`src/rtl/rv32i_writeback_pkg.sv`:
```
// Shared definitions for the writeback stage: load funct3 encodings, FSM states, X0.
package rv32i_writeback_pkg;

  typedef enum logic {
    IDLE      = 1'b0,
    LOAD_WAIT = 1'b1
  } wb_state_t;

  localparam logic [2:0] F3_LB  = 3'b000;
  localparam logic [2:0] F3_LH  = 3'b001;
  localparam logic [2:0] F3_LW  = 3'b010;
  localparam logic [2:0] F3_LBU = 3'b100;
  localparam logic [2:0] F3_LHU = 3'b101;

  localparam logic [4:0] X0 = 5'd0;

  // Unlisted funct3 codes (011, 110, 111) fall into the word rule.
  function automatic logic is_misaligned(input logic [2:0] funct3, input logic [1:0] addr_lo);
    case (funct3)
      F3_LB, F3_LBU: is_misaligned = 1'b0;
      F3_LH, F3_LHU: is_misaligned = addr_lo[0];
      default:       is_misaligned = (addr_lo != 2'b00);
    endcase
  endfunction

endpackage

```
`src/rtl/rv32i_writeback_load_align.sv`:
```
// Combinational load-data extraction and sign/zero extension.
module rv32i_writeback_load_align
  import rv32i_writeback_pkg::*;
(
  input  logic [31:0] data,
  input  logic [2:0]  funct3,
  input  logic [1:0]  addr_lo,
  output logic [31:0] result
);

  logic [31:0] shifted;
  logic [7:0]  byte_val;
  logic [15:0] half_val;

  always_comb begin
    shifted  = data >> {addr_lo, 3'b000};
    byte_val = shifted[7:0];
    half_val = addr_lo[1] ? data[31:16] : data[15:0];
    case (funct3)
      F3_LB:   result = {{24{byte_val[7]}}, byte_val};
      F3_LBU:  result = {24'd0, byte_val};
      F3_LH:   result = {{16{half_val[15]}}, half_val};
      F3_LHU:  result = {16'd0, half_val};
      default: result = data;
    endcase
  end

endmodule

```
`src/rtl/rv32i_writeback.sv`:
```
// Writeback stage feeding the split 16-entry register banks; stalls while a load is pending.
// Optional operand forwarding is built when RV32I_WB_FWD_EN is defined.
module rv32i_writeback
  import rv32i_writeback_pkg::*;
#(
  parameter int TIMEOUT_CYCLES = 255,
  parameter int CNT_W          = 16
) (
  input  logic        clk_i,
  input  logic        rst_in,
  input  logic        res_valid_i,
  input  logic        res_is_load_i,
  input  logic [4:0]  res_rd_i,
  input  logic [31:0] res_data_i,
  input  logic [2:0]  res_funct3_i,
  input  logic [1:0]  res_addr_lo_i,
  input  logic        mem_rvalid_i,
  input  logic [31:0] mem_rdata_i,
`ifdef RV32I_WB_FWD_EN
  input  logic [4:0]  rs1_i,
  input  logic [4:0]  rs2_i,
  output logic        fwd1_o,
  output logic        fwd2_o,
  output logic [31:0] fwd_data_o,
`endif
  output logic        stall_o,
  output logic [3:0]  rf_rd_o,
  output logic        rf_we_lo_o,
  output logic        rf_we_hi_o,
  output logic [31:0] rf_din_o,
  output logic        exc_misaligned_o,
  output logic        exc_timeout_o
);

  wb_state_t        state_reg, state_next;
  logic [CNT_W-1:0] cnt_reg, cnt_next;
  logic [4:0]       ld_rd_reg, ld_rd_next;
  logic [2:0]       ld_f3_reg, ld_f3_next;
  logic [1:0]       ld_addr_reg, ld_addr_next;
  logic             wr_reg, wr_next;
  logic [4:0]       wr_rd_reg, wr_rd_next;
  logic [31:0]      din_reg, din_next;
  logic             mis_reg, mis_next;
  logic             to_reg, to_next;
  logic [31:0]      load_val;
  logic             misaligned;
  logic             accept_load;

  rv32i_writeback_load_align u_align (
    .data    (mem_rdata_i),
    .funct3  (ld_f3_reg),
    .addr_lo (ld_addr_reg),
    .result  (load_val)
  );

  assign misaligned  = is_misaligned(res_funct3_i, res_addr_lo_i);
  assign accept_load = (state_reg == IDLE) && res_valid_i && res_is_load_i && !misaligned;

  always_comb begin
    state_next   = state_reg;
    cnt_next     = cnt_reg;
    ld_rd_next   = ld_rd_reg;
    ld_f3_next   = ld_f3_reg;
    ld_addr_next = ld_addr_reg;
    wr_next      = 1'b0;
    wr_rd_next   = wr_rd_reg;
    din_next     = din_reg;
    mis_next     = 1'b0;
    to_next      = 1'b0;
    case (state_reg)
      IDLE: begin
        if (res_valid_i && !res_is_load_i) begin
          wr_next    = 1'b1;
          wr_rd_next = res_rd_i;
          din_next   = res_data_i;
        end else if (res_valid_i && misaligned) begin
          mis_next = 1'b1;
        end else if (accept_load) begin
          ld_rd_next   = res_rd_i;
          ld_f3_next   = res_funct3_i;
          ld_addr_next = res_addr_lo_i;
          cnt_next     = '0;
          state_next   = LOAD_WAIT;
        end
      end
      LOAD_WAIT: begin
        // A response arriving on the timeout boundary still completes the load.
        if (mem_rvalid_i) begin
          wr_next    = 1'b1;
          wr_rd_next = ld_rd_reg;
          din_next   = load_val;
          state_next = IDLE;
        end else if (cnt_reg == CNT_W'(TIMEOUT_CYCLES - 1)) begin
          to_next    = 1'b1;
          state_next = IDLE;
        end else begin
          cnt_next = cnt_reg + 1'b1;
        end
      end
      default: state_next = IDLE;
    endcase
  end

  always_ff @(posedge clk_i or negedge rst_in) begin
    if (!rst_in) begin
      state_reg   <= IDLE;
      cnt_reg     <= '0;
      ld_rd_reg   <= '0;
      ld_f3_reg   <= '0;
      ld_addr_reg <= '0;
      wr_reg      <= 1'b0;
      wr_rd_reg   <= '0;
      din_reg     <= '0;
      mis_reg     <= 1'b0;
      to_reg      <= 1'b0;
    end else begin
      state_reg   <= state_next;
      cnt_reg     <= cnt_next;
      ld_rd_reg   <= ld_rd_next;
      ld_f3_reg   <= ld_f3_next;
      ld_addr_reg <= ld_addr_next;
      wr_reg      <= wr_next;
      wr_rd_reg   <= wr_rd_next;
      din_reg     <= din_next;
      mis_reg     <= mis_next;
      to_reg      <= to_next;
    end
  end

  // Stall is forced low during reset since accept_load looks at live inputs.
  assign stall_o = rst_in &&
                   (((state_reg == LOAD_WAIT) && !mem_rvalid_i) || accept_load);

  assign rf_rd_o          = wr_rd_reg[3:0];
  assign rf_we_hi_o       = wr_reg & wr_rd_reg[4];
  assign rf_we_lo_o       = wr_reg & ~wr_rd_reg[4] & (wr_rd_reg[3:0] != 4'd0);
  assign rf_din_o         = din_reg;
  assign exc_misaligned_o = mis_reg;
  assign exc_timeout_o    = to_reg;

`ifdef RV32I_WB_FWD_EN
  logic write_active;
  assign write_active = rf_we_lo_o | rf_we_hi_o;
  assign fwd1_o       = write_active && (rs1_i == wr_rd_reg) && (rs1_i != X0);
  assign fwd2_o       = write_active && (rs2_i == wr_rd_reg) && (rs2_i != X0);
  assign fwd_data_o   = din_reg;
`endif

endmodule

```
`config.mk`:
```
export PLATFORM = sky130hd
export DESIGN_NAME = rv32i_writeback
export DESIGN_NICKNAME = d
export VERILOG_FILES = /design/src/rtl/rv32i_writeback_pkg.sv /design/src/rtl/rv32i_writeback_load_align.sv /design/src/rtl/rv32i_writeback.sv
export SDC_FILE = /design/constraint.sdc
export NUM_CORES = 1
export LEC_CHECK = 0
export BUFFER_PORTS_ARGS = -buffer_cell sky130_fd_sc_hd__buf_2
export CORE_UTILIZATION = 51
export CTS_CLUSTER_SIZE = 30
export DETAILED_ROUTE_END_ITERATION = 8
export PLACE_DENSITY = 0.81
export SYNTH_ARGS = -nofsm -noshare
export SYNTH_HDL_FRONTEND = slang
export SYNTH_SLANG_ARGS = --single-unit
```
`constraint.sdc`:
```
create_clock -name clk_i -period 2.4 [get_ports clk_i]
set_clock_uncertainty 0.05 [all_clocks]
set_input_delay 0.24 -clock clk_i [delete_from_list [all_inputs] [get_ports clk_i]]
set_output_delay 0.24 -clock clk_i [all_outputs]
set_load 0.005 [all_outputs]
```
==> results of run 1 <==
==> how the worst min path moves through the flow <==
stage | endpoint | slack [ps]
after CTS | ld_f3_reg[2] | 50
after detailed placement | ld_f3_reg[2] | 410
after global placement | ld_rd_reg[0] | 400
final | ld_rd_reg[1] | 60
after floorplan | cnt_reg[0] | -110
after global routing | ld_rd_reg[4] | 60
==> cell type report <==
type,instances,area [sq um],area share
Inverter,8,30.03,0.006689
Tap cell,96,120.1,0.02676
Sequential cell,67,1677,0.3735
Multi-Input combinational cell,296,1749,0.3896
Clock inverter,4,72.57,0.01616
Timing Repair Buffer,131,685.7,0.1527
Clock buffer,12,155.1,0.03456
==> report_power, final <==
part / leakage (nW) / total, W / switching [W] / internal [W]
clock: 0.113 / 0.00108 / 0.000437 / 0.000641
combinational: 1.25 / 0.000958 / 0.000519 / 0.000439
sequential: 0.819 / 0.00155 / 0.000198 / 0.00136
==> cells in the mapped netlist, types with 5 or more instances <==
| cell type | count |
|---|---|
| a211oi_1 | 5 |
| a21o_1 | 7 |
| a21oi_1 | 17 |
| a221oi_1 | 24 |
| buf_2 | 8 |
| clkbuf_1 | 15 |
| dfrtp_1 | 67 |
| inv_1 | 7 |
| mux2i_1 | 12 |
| nand2_1 | 62 |
| nand2b_1 | 5 |
| nand3_1 | 5 |
| nand4_1 | 6 |
| nor2_1 | 50 |
| nor2b_1 | 8 |
| nor3_1 | 20 |
| o21ai_0 | 13 |
| o21ai_1 | 10 |
| xor2_1 | 10 |
==> metal layers <==
layer	wire, um	up-vias	track usage
met4	224	0	0.1182
met3	733	19	0.05101
li1	-	1657	-
met5	0	-	0
met2	4808	155	0.4567
met1	4253	1648	0.3470
==> cell families (layout without fill, tap and decap cells) <==
family / count (synthesis) / after routing
AND/OR/NAND/NOR: 173 / 173
AO/OA/AOI/OAI: 96 / 96
adder cells (fa/ha/maj): 2 / 2
XOR/XNOR: 11 / 11
flip-flops: 67 / 67
buffers and inverters: 37 / 155
multiplexers: 14 / 14
==> through the flow <==
step,instances,hold WS [ps],utilization
6_report,614,59.07,0.6608
5_1_grt,614,57.63,0.6608
4_1_cts,614,46.50,0.6608
3_5_place_dp,598,405.3,0.6273
3_3_place_gp,598,402.2,0.6273
2_1_floorplan,400,-105.6,-
==> worst max-delay path: cells and delay by family (launching register included) <==
kind                   cells  cell delay [ps]
buffers and inverters      3              590
AOI/OAI and AO/OA          1              260
and+or+nand+nor            1              160
DFF                        1              540
==> flow_summary.ini, run 1 <==
[global_routing]
track_usage = 0.2733
grt_pass1_vias = 3203
gr-total-overflow = 0
grt_max_degree = 68
antenna_found_initial = 0
grt_pass1_wl_um = 15550

[clocking]
cts.sinks = 67
cts_htree_levels = 3
clock-root-buffer = clkbuf_8
cts_tree = built
post-cts-setup-buffer-count = 0
holdBufCountCts = 0
cts_resized = 0
clock_latency_ps = 340
clk_pin_slew_ps = 80
cts_buffers = 9
cts_buffer_depth = 2

[worst_setup_path]
max_stage_delay_ps = 540
crit_fanout = 27
path_class = flop to output pin
r2r-end = rf_din_o[14]
crit_end = stall_o
start_kind = flop
r2r-start = ld_addr_reg[1]
cp_slowest_cell = dfrtp_1
crit_start = state_reg
cp_cell_sequence = inv_2 -> buf_4 -> nand4_1 -> a21boi_0 -> buf_2
crit_arrival_ps = 1890
rr_worst_depth = 4
critPathCaptureType = output pin
critPathRequiredTime_ps = 2110
r2r_slack_ps = 350

[logic_synthesis]
synth_edf_count = 0
synth_flop_cell = dfrtp_1
async_flop_share = 1.000
synth_area_leaders = dfrtp_1 (47%), nand2_1 (6.5%), a221oi_1 (5.9%), nor2_1 (5.2%), mux2i_1 (3.3%)
yosysWarnings = 0
synth.net_count = 481
synth_xor_area_frac = 0.02682
seq_area_frac_synth = 0.4667
ys_types = 50
synthSimpleGateAreaFrac = 0.2226
synth_top_area_frac = 0.4667
avgSynthCellArea_sq_um = 8.980
synth_mux_area_frac = 0.04389
yosysTopAreaCell = dfrtp_1
synthAdderAreaFrac = 0.006966
synth_compound_area_frac = 0.1853
syn_inst = 400
synth-seq-cells = 67
synth_top_family_by_area = simple AND/OR/NAND/NOR gates
synth_area_sq_um = 3592

[sta]
max_freq_ghz = 0.4581
relSlewSlack = 0.4392
worst_slew_pin_slew_ps = 841.2
fin_crit_sh = 0.9095
tns_ps = 0
min_period_ps = 2183
setup_viol = 0
rsz0062_at_grt = false
hold_viol = 0
worst_slack_ps = 217.2
drv_slew = 0

[status]
status = complete, no violations

[die]
row_count = 30
io_pins = 120
start_util = 0.5287
core-area_sq_um = 6794
die_h_um = 85.93
die_w_um = 85.93
die-area_sq_um = 7383

[power_and_ir_drop]
peakVddDrop_mv = 0.3602
power_w = 0.003590
power_density_nw_per_um2 = 799.6
p_leak_nw = 2.181

[final_layout]
drive_gt1_frac = 0.2973
final_common_cell = buf_2
insertedDiodeCount = 0
layout.nets = 594
synthToLayoutAreaGrowth_pct = 24.97
layout_common_cells = buf_2 (119), dfrtp_1 (67), nand2_1 (62), nor2_1 (50), a221oi_1 (24)
fill_cells = 576
largest_reg_flops = 32
finalInstanceArea_sq_um = 4489

[placed_design]
portBuffers = 119
post-place-ws_ps = 354.1
place.gp.congestion = 0.8804
dpl-instance-area_sq_um = 4262
hpwl_um = 7423

[routing]
avgRoutedWirePerCell_um = 16.32
antenna_left = 0
vias_per_cell = 5.666
routed_wl_um = 10020
drt_iter0_drc = 238
vias = 3479
firstDrtPassIters = 4
route.detailed.drc = 0

[worst_hold_path]
min_path_cells = 3
hold_path_class = input pin to flop
hold_start = res_rd_i[1]

[run]
maxCapViolations = 0
Note: power is estimated with default switching activity, not from simulation.
==> inputs of run 2 (changes only) <==
--- a/config.mk
+++ b/config.mk
@@ -9,7 +9,8 @@
 export CORE_UTILIZATION = 51
 export CTS_CLUSTER_SIZE = 30
 export DETAILED_ROUTE_END_ITERATION = 8
-export PLACE_DENSITY = 0.81
+export PLACE_DENSITY = 0.8
 export SYNTH_ARGS = -nofsm -noshare
 export SYNTH_HDL_FRONTEND = slang
+export SYNTH_HIERARCHICAL = 1
 export SYNTH_SLANG_ARGS = --single-unit
==> run 2 against run 1 <==
  * Count of clock-buffer cells in the layout stayed put
  * Synthesized cell count is 6.0% higher
  * Die area is 5.1% higher
  * Sequential cell count stayed put
  * Area after synthesis is 5.2% higher
  * Global-route usage is 1.1 points lower
  * Largest cell class unchanged
==> flow_summary.ini, run 2 <==
[die]
core-area_sq_um = 7214
die_h_um = 88.09
io_pins = 120
start_util = 0.5239
die-area_sq_um = 7760
row_count = 31
die_w_um = 88.09

[final_layout]
final_common_cell = buf_2
fill_cells = 608
layout_common_cells = buf_2 (119), nand2_1 (84), dfrtp_1 (66), nor2_1 (48), a21oi_1 (45)
synthToLayoutAreaGrowth_pct = 23.14
seqCellArea_sq_um = 1678
finalInstanceArea_sq_um = 4654
multiInputGateArea_sq_um = 1938
layout.nets = 613
drive_gt1_frac = 0.2961
insertedDiodeCount = 0
largest_reg_flops = 32

[routing]
vias = 3546
drt_iter0_drc = 221
route.detailed.drc = 0
routed_wl_um = 10010
avgRoutedWirePerCell_um = 15.74
firstDrtPassIters = 7
vias_per_cell = 5.575
antenna_left = 0

[worst_setup_path]
cp_slowest_cell = mux4_2
max_stage_delay_ps = 580
cp_num_buf_inv = 0
critPathCaptureType = flop
path_delay_family = multiplexers
cp.depth = 6
crit_arrival_ps = 2260
rr_worst_depth = 6
start_kind = flop
crit_fanout = 16
critPathRequiredTime_ps = 2560
path_class = flop to flop
cp_cell_sequence = mux4_2 -> nor3b_4 -> o21bai_4 -> nand2_1 -> mux2i_1 -> a21oi_1

[logic_synthesis]
synth_common_cells = nand2_1 (84), dfrtp_1 (67), nor2_1 (48)
synth_top_area_frac = 0.4436
synth_area_sq_um = 3780
async_flop_share = 1.000
yosysWarnings = 6
seq_area_frac_synth = 0.4436
avgSynthCellArea_sq_um = 8.915
synth_area_leaders = dfrtp_1 (44%), mux2i_1 (12%), nand2_1 (8.3%), a21oi_1 (6.0%), nor2_1 (4.8%)
syn_inst = 424
synth.net_count = 505
yosysTopAreaCell = dfrtp_1
yosysMostFrequentCell = nand2_1
synth_edf_count = 0
synth-seq-cells = 67
synth_flop_cell = dfrtp_1
ys_types = 48

[global_routing]
grt_pass1_vias = 3137
grt_pass1_wl_um = 15410
gr-total-overflow = 0
antenna_found_initial = 0
track_usage = 0.2620
grt_max_degree = 76

[worst_hold_path]
min_path_cells = 3
hold_path_class = input pin to flop

[sta]
tns_ps = 0
worst_slew_pin_slew_ps = 841.4
hold_viol = 0
rsz0062_at_grt = false
drv_slew = 0
fin_crit_sh = 0.8731
min_period_ps = 2095
setup_viol = 0
max_freq_ghz = 0.4772
relSlewSlack = 0.4391
holdWs_ps = 57.77

[status]
status = complete, no violations

[clocking]
clk_pin_slew_ps = 70
clock-root-buffer = clkbuf_8
cts_buffers = 9
cts_buffer_depth = 2
cts_resized = 0
clock_latency_ps = 340
cts_htree_levels = 3
cts.sinks = 67
cts_tree = built
post-cts-setup-buffer-count = 0
holdBufCountCts = 0

[power_and_ir_drop]
power_w = 0.003702
peakVddDrop_mv = 0.3119
power_density_nw_per_um2 = 795.4
p_leak_nw = 2.172

[placed_design]
hpwl_um = 7301
dpl-instance-area_sq_um = 4427
place.gp.congestion = 0.8938
portBuffers = 119

[run]
maxCapViolations = 0
[run 2: cell type report]
class                   count  area share
clock buffers              12     0.03333
clock inverters             4     0.01559
inverters                   3    0.002419
multi-input cells         323      0.4164
flip-flops and latches     67      0.3605
well taps                  99     0.02661
repair buffers            128      0.1452
[run 2: power breakdown]
group | switching, W | total [W] | leakage (nW) | internal (W)
clock network | 0.000424 | 0.00107 | 0.113 | 0.000641
registers | 0.000145 | 0.00149 | 0.807 | 0.00134
logic | 0.000637 | 0.00115 | 1.25 | 0.000511
total | 0.00121 | 0.00370 | 2.17 | 0.00250
[run 2: final timing paths]
path                                 from  slack [ps]           end
max                        ld_addr_reg[0]         300  rf_din_o[21]
min                           res_rd_i[2]          60  ld_rd_reg[2]
max reg2reg                ld_addr_reg[0]         300  rf_din_o[21]
min reg2reg                  ld_rd_reg[2]         430  ld_rd_reg[2]
max in group asynchronous          rst_in        1600     state_reg
min in group asynchronous          rst_in         120  ld_f3_reg[0]
[run 2: tightest hold or removal path: stages]
cell,delay (ps)
buf_2,80
nand2_1,40
nand2_1,50
[run 2: cell families after synthesis]
logic type,synth area share
AO/OA/AOI/OAI,0.1321
XOR/XNOR,0.01390
adder cells (fa/ha/maj),0.006619
buffers and inverters,0.04667
flip-flops,0.4436
multiplexers,0.1374
AND/OR/NAND/NOR,0.2198
[run 2: per-layer routing]
layer | part of all wire | vias to the layer above | track usage
met1 | 0.42 | 1656 | 0.3384
met4 | 0.029 | 0 | 0.1290
met2 | 0.47 | 173 | 0.4242
met5 | 0 | - | 0
met3 | 0.082 | 26 | 0.04901
li1 | - | 1691 | -
[run 2: per-stage QoR]
step | cells | worst slack [ps] | utilization
after floorplan | 424 | 554.2 | -
after global placement | 620 | 408.8 | 0.6136
after detailed placement | 620 | 339.3 | 0.6136
after CTS | 636 | 330.4 | 0.6452
after global routing | 636 | 192.1 | 0.6452
final | 636 | 304.6 | 0.6452
==> inputs of run 3 (changes only) <==
--- a/config.mk
+++ b/config.mk
@@ -6,10 +6,12 @@
 export NUM_CORES = 1
 export LEC_CHECK = 0
 export BUFFER_PORTS_ARGS = -buffer_cell sky130_fd_sc_hd__buf_2
+export CORE_ASPECT_RATIO = 0.5
 export CORE_UTILIZATION = 51
 export CTS_CLUSTER_SIZE = 30
 export DETAILED_ROUTE_END_ITERATION = 8
 export PLACE_DENSITY = 0.8
+export SLEW_MARGIN = 20
 export SYNTH_ARGS = -nofsm -noshare
 export SYNTH_HDL_FRONTEND = slang
 export SYNTH_HIERARCHICAL = 1
==> run 3 against run 2 <==
  * Non-clock buffer count rose by 3
  * Combinational power barely moved
  * Critical endpoint is now rf_din_o[29]
  * Global-route usage rose by 0.35 points
  * Register-to-register slack got worse by 30 ps
  * Cell count fell by 0.63%
  * Critical path type unchanged
==> flow_summary.ini, run 3 (same netlist as run 2, synthesis figures left out) <==
[status]
status = complete, no violations

[final_layout]
largest_reg_flops = 32
layout_common_cells = buf_2 (119), nand2_1 (84), dfrtp_1 (66), nor2_1 (48), a21oi_1 (45)
layout.nets = 616
fill_cells = 546
insertedDiodeCount = 0
synthToLayoutAreaGrowth_pct = 25.75
final_common_cell = buf_2
finalInstanceArea_sq_um = 4753
drive_gt1_frac = 0.2963

[worst_setup_path]
r2r_slack_ps = 280
max_stage_delay_ps = 580
crit_start = ld_addr_reg[0]
path_delay_family = multiplexers
crit_arrival_ps = 2270
cp_slowest_cell = mux4_2
start_kind = flop
critPathRequiredTime_ps = 2550
cp_num_buf_inv = 0
cp_cell_sequence = mux4_2 -> nor3b_4 -> o21bai_4 -> nand2_1 -> mux2i_1 -> a21oi_1
r2r-end = rf_din_o[29]
path_class = flop to flop
r2r-start = ld_addr_reg[0]
critPathCaptureType = flop
rr_worst_depth = 6
crit_end = rf_din_o[29]
cp.depth = 6
crit_fanout = 16

[global_routing]
grt_pass1_vias = 3430
grt_use_met2 = 0.4556
track_usage = 0.2655
antenna_found_initial = 0
grt_pass1_wl_um = 15840
grt_busiest_layer = met2
gr-total-overflow = 0
grt_max_degree = 76
grt_util_met3 = 0.05931
grt_use_met1 = 0.3294

[sta]
worst_slew_pin_slew_ps = 666.4
setup_viol = 0
drv_slew = 0
tns_ps = 0
min_period_ps = 2124
hold_viol = 0
relSlewSlack = 0.5557
rsz0062_at_grt = false
max_freq_ghz = 0.4707
fin_crit_sh = 0.8852

[die]
io_pins = 120
die_h_um = 62.88
die-area_sq_um = 7781
start_util = 0.5470
row_count = 21
die_w_um = 123.8
core-area_sq_um = 6910

[placed_design]
hpwl_um = 6781
dpl-instance-area_sq_um = 4433
portBuffers = 119
place.gp.congestion = 0.8554

[routing]
vias_per_cell = 5.487
antenna_left = 0
vias = 3468
route.detailed.drc = 0
firstDrtPassIters = 5
routed_wl_um = 9725
avgRoutedWirePerCell_um = 15.39
drt_iter0_drc = 234

[clocking]
cts_buffers = 9
clock_latency_ps = 330
clock-root-buffer = clkbuf_16
cts_resized = 0
clk_pin_slew_ps = 50
cts.sinks = 67
post-cts-setup-buffer-count = 0
cts_buffer_depth = 2
holdBufCountCts = 1
cts_tree = built
cts_htree_levels = 3

[power_and_ir_drop]
p_leak_nw = 2.223
peakVddDrop_mv = 0.5074
power_density_nw_per_um2 = 847.9

[worst_hold_path]
hold_path_class = input pin to flop
hold_start = res_rd_i[3]

[run]
maxCapViolations = 0
## run 3: changes by cell type in the layout (fill, tap and decap cells not counted)
cell / previous run / this run
dlygate4sd3_1: 0 / 1
clkbuf_8: 11 / 0
clkbuf_1: 1 / 2
buf_4: 8 / 10
clkinv_2: 1 / 2
clkbuf_16: 0 / 9
## run 3: layout make-up
type	count	area, sq um	share of cell area
clock buffers	11	232.7	0.04896
clock inverters	5	77.57	0.01632
inverters	3	11.26	0.002369
multi-input cells	323	1938	0.4077
flip-flops and latches	67	1678	0.3530
well taps	92	115.1	0.02422
repair buffers	131	700.7	0.1474
## run 3: how the worst min path moves through the flow
stage,slack (ps),cells past startpoint,to
2_1_floorplan,-110,0,cnt_reg[0]
3_3_place_gp,40,1,cnt_reg[7]
3_5_place_dp,50,1,cnt_reg[7]
4_1_cts,60,3,ld_rd_reg[4]
5_1_grt,80,3,ld_rd_reg[4]
6_report,70,3,ld_rd_reg[3]
## run 3: worst reg2reg max path: stages (launching register included)
cell	delay (ps)
dfrtp_1	370
mux4_2	580
nor3b_4	190
o21bai_4	390
nand2_1	130
mux2i_1	190
a21oi_1	90
## run 3: stage by stage
| stage | std cells | worst slack, ps | utilization | hold WS (ps) | total power (W) |
|---|---|---|---|---|---|
| floorplan | 424 | 554.2 | - | -105.6 | 0.002229 |
| global placement | 615 | 400.4 | 0.6415 | 44.85 | 0.002607 |
| detailed placement | 615 | 352.0 | 0.6415 | 45.60 | 0.002640 |
| CTS | 632 | 283.6 | 0.6879 | 60.27 | 0.004038 |
| global route | 632 | 150.4 | 0.6879 | 75.04 | 0.004268 |
| finish | 632 | 275.5 | 0.6879 | 65.81 | 0.004030 |
## run 3: per-layer routing
layer  vias up  part of all wire
met5         -                 0
met4         0             0.020
met3        18             0.054
met2        98              0.48
met1      1662              0.44
li1       1690                 -
## run 3: report_power, final
part	total, W	leakage, nW	internal, W	switching, W
sequential	0.00150	0.807	0.00135	0.000155
combinational	0.00114	1.27	0.000519	0.000623
clock	0.00139	0.150	0.000906	0.000481
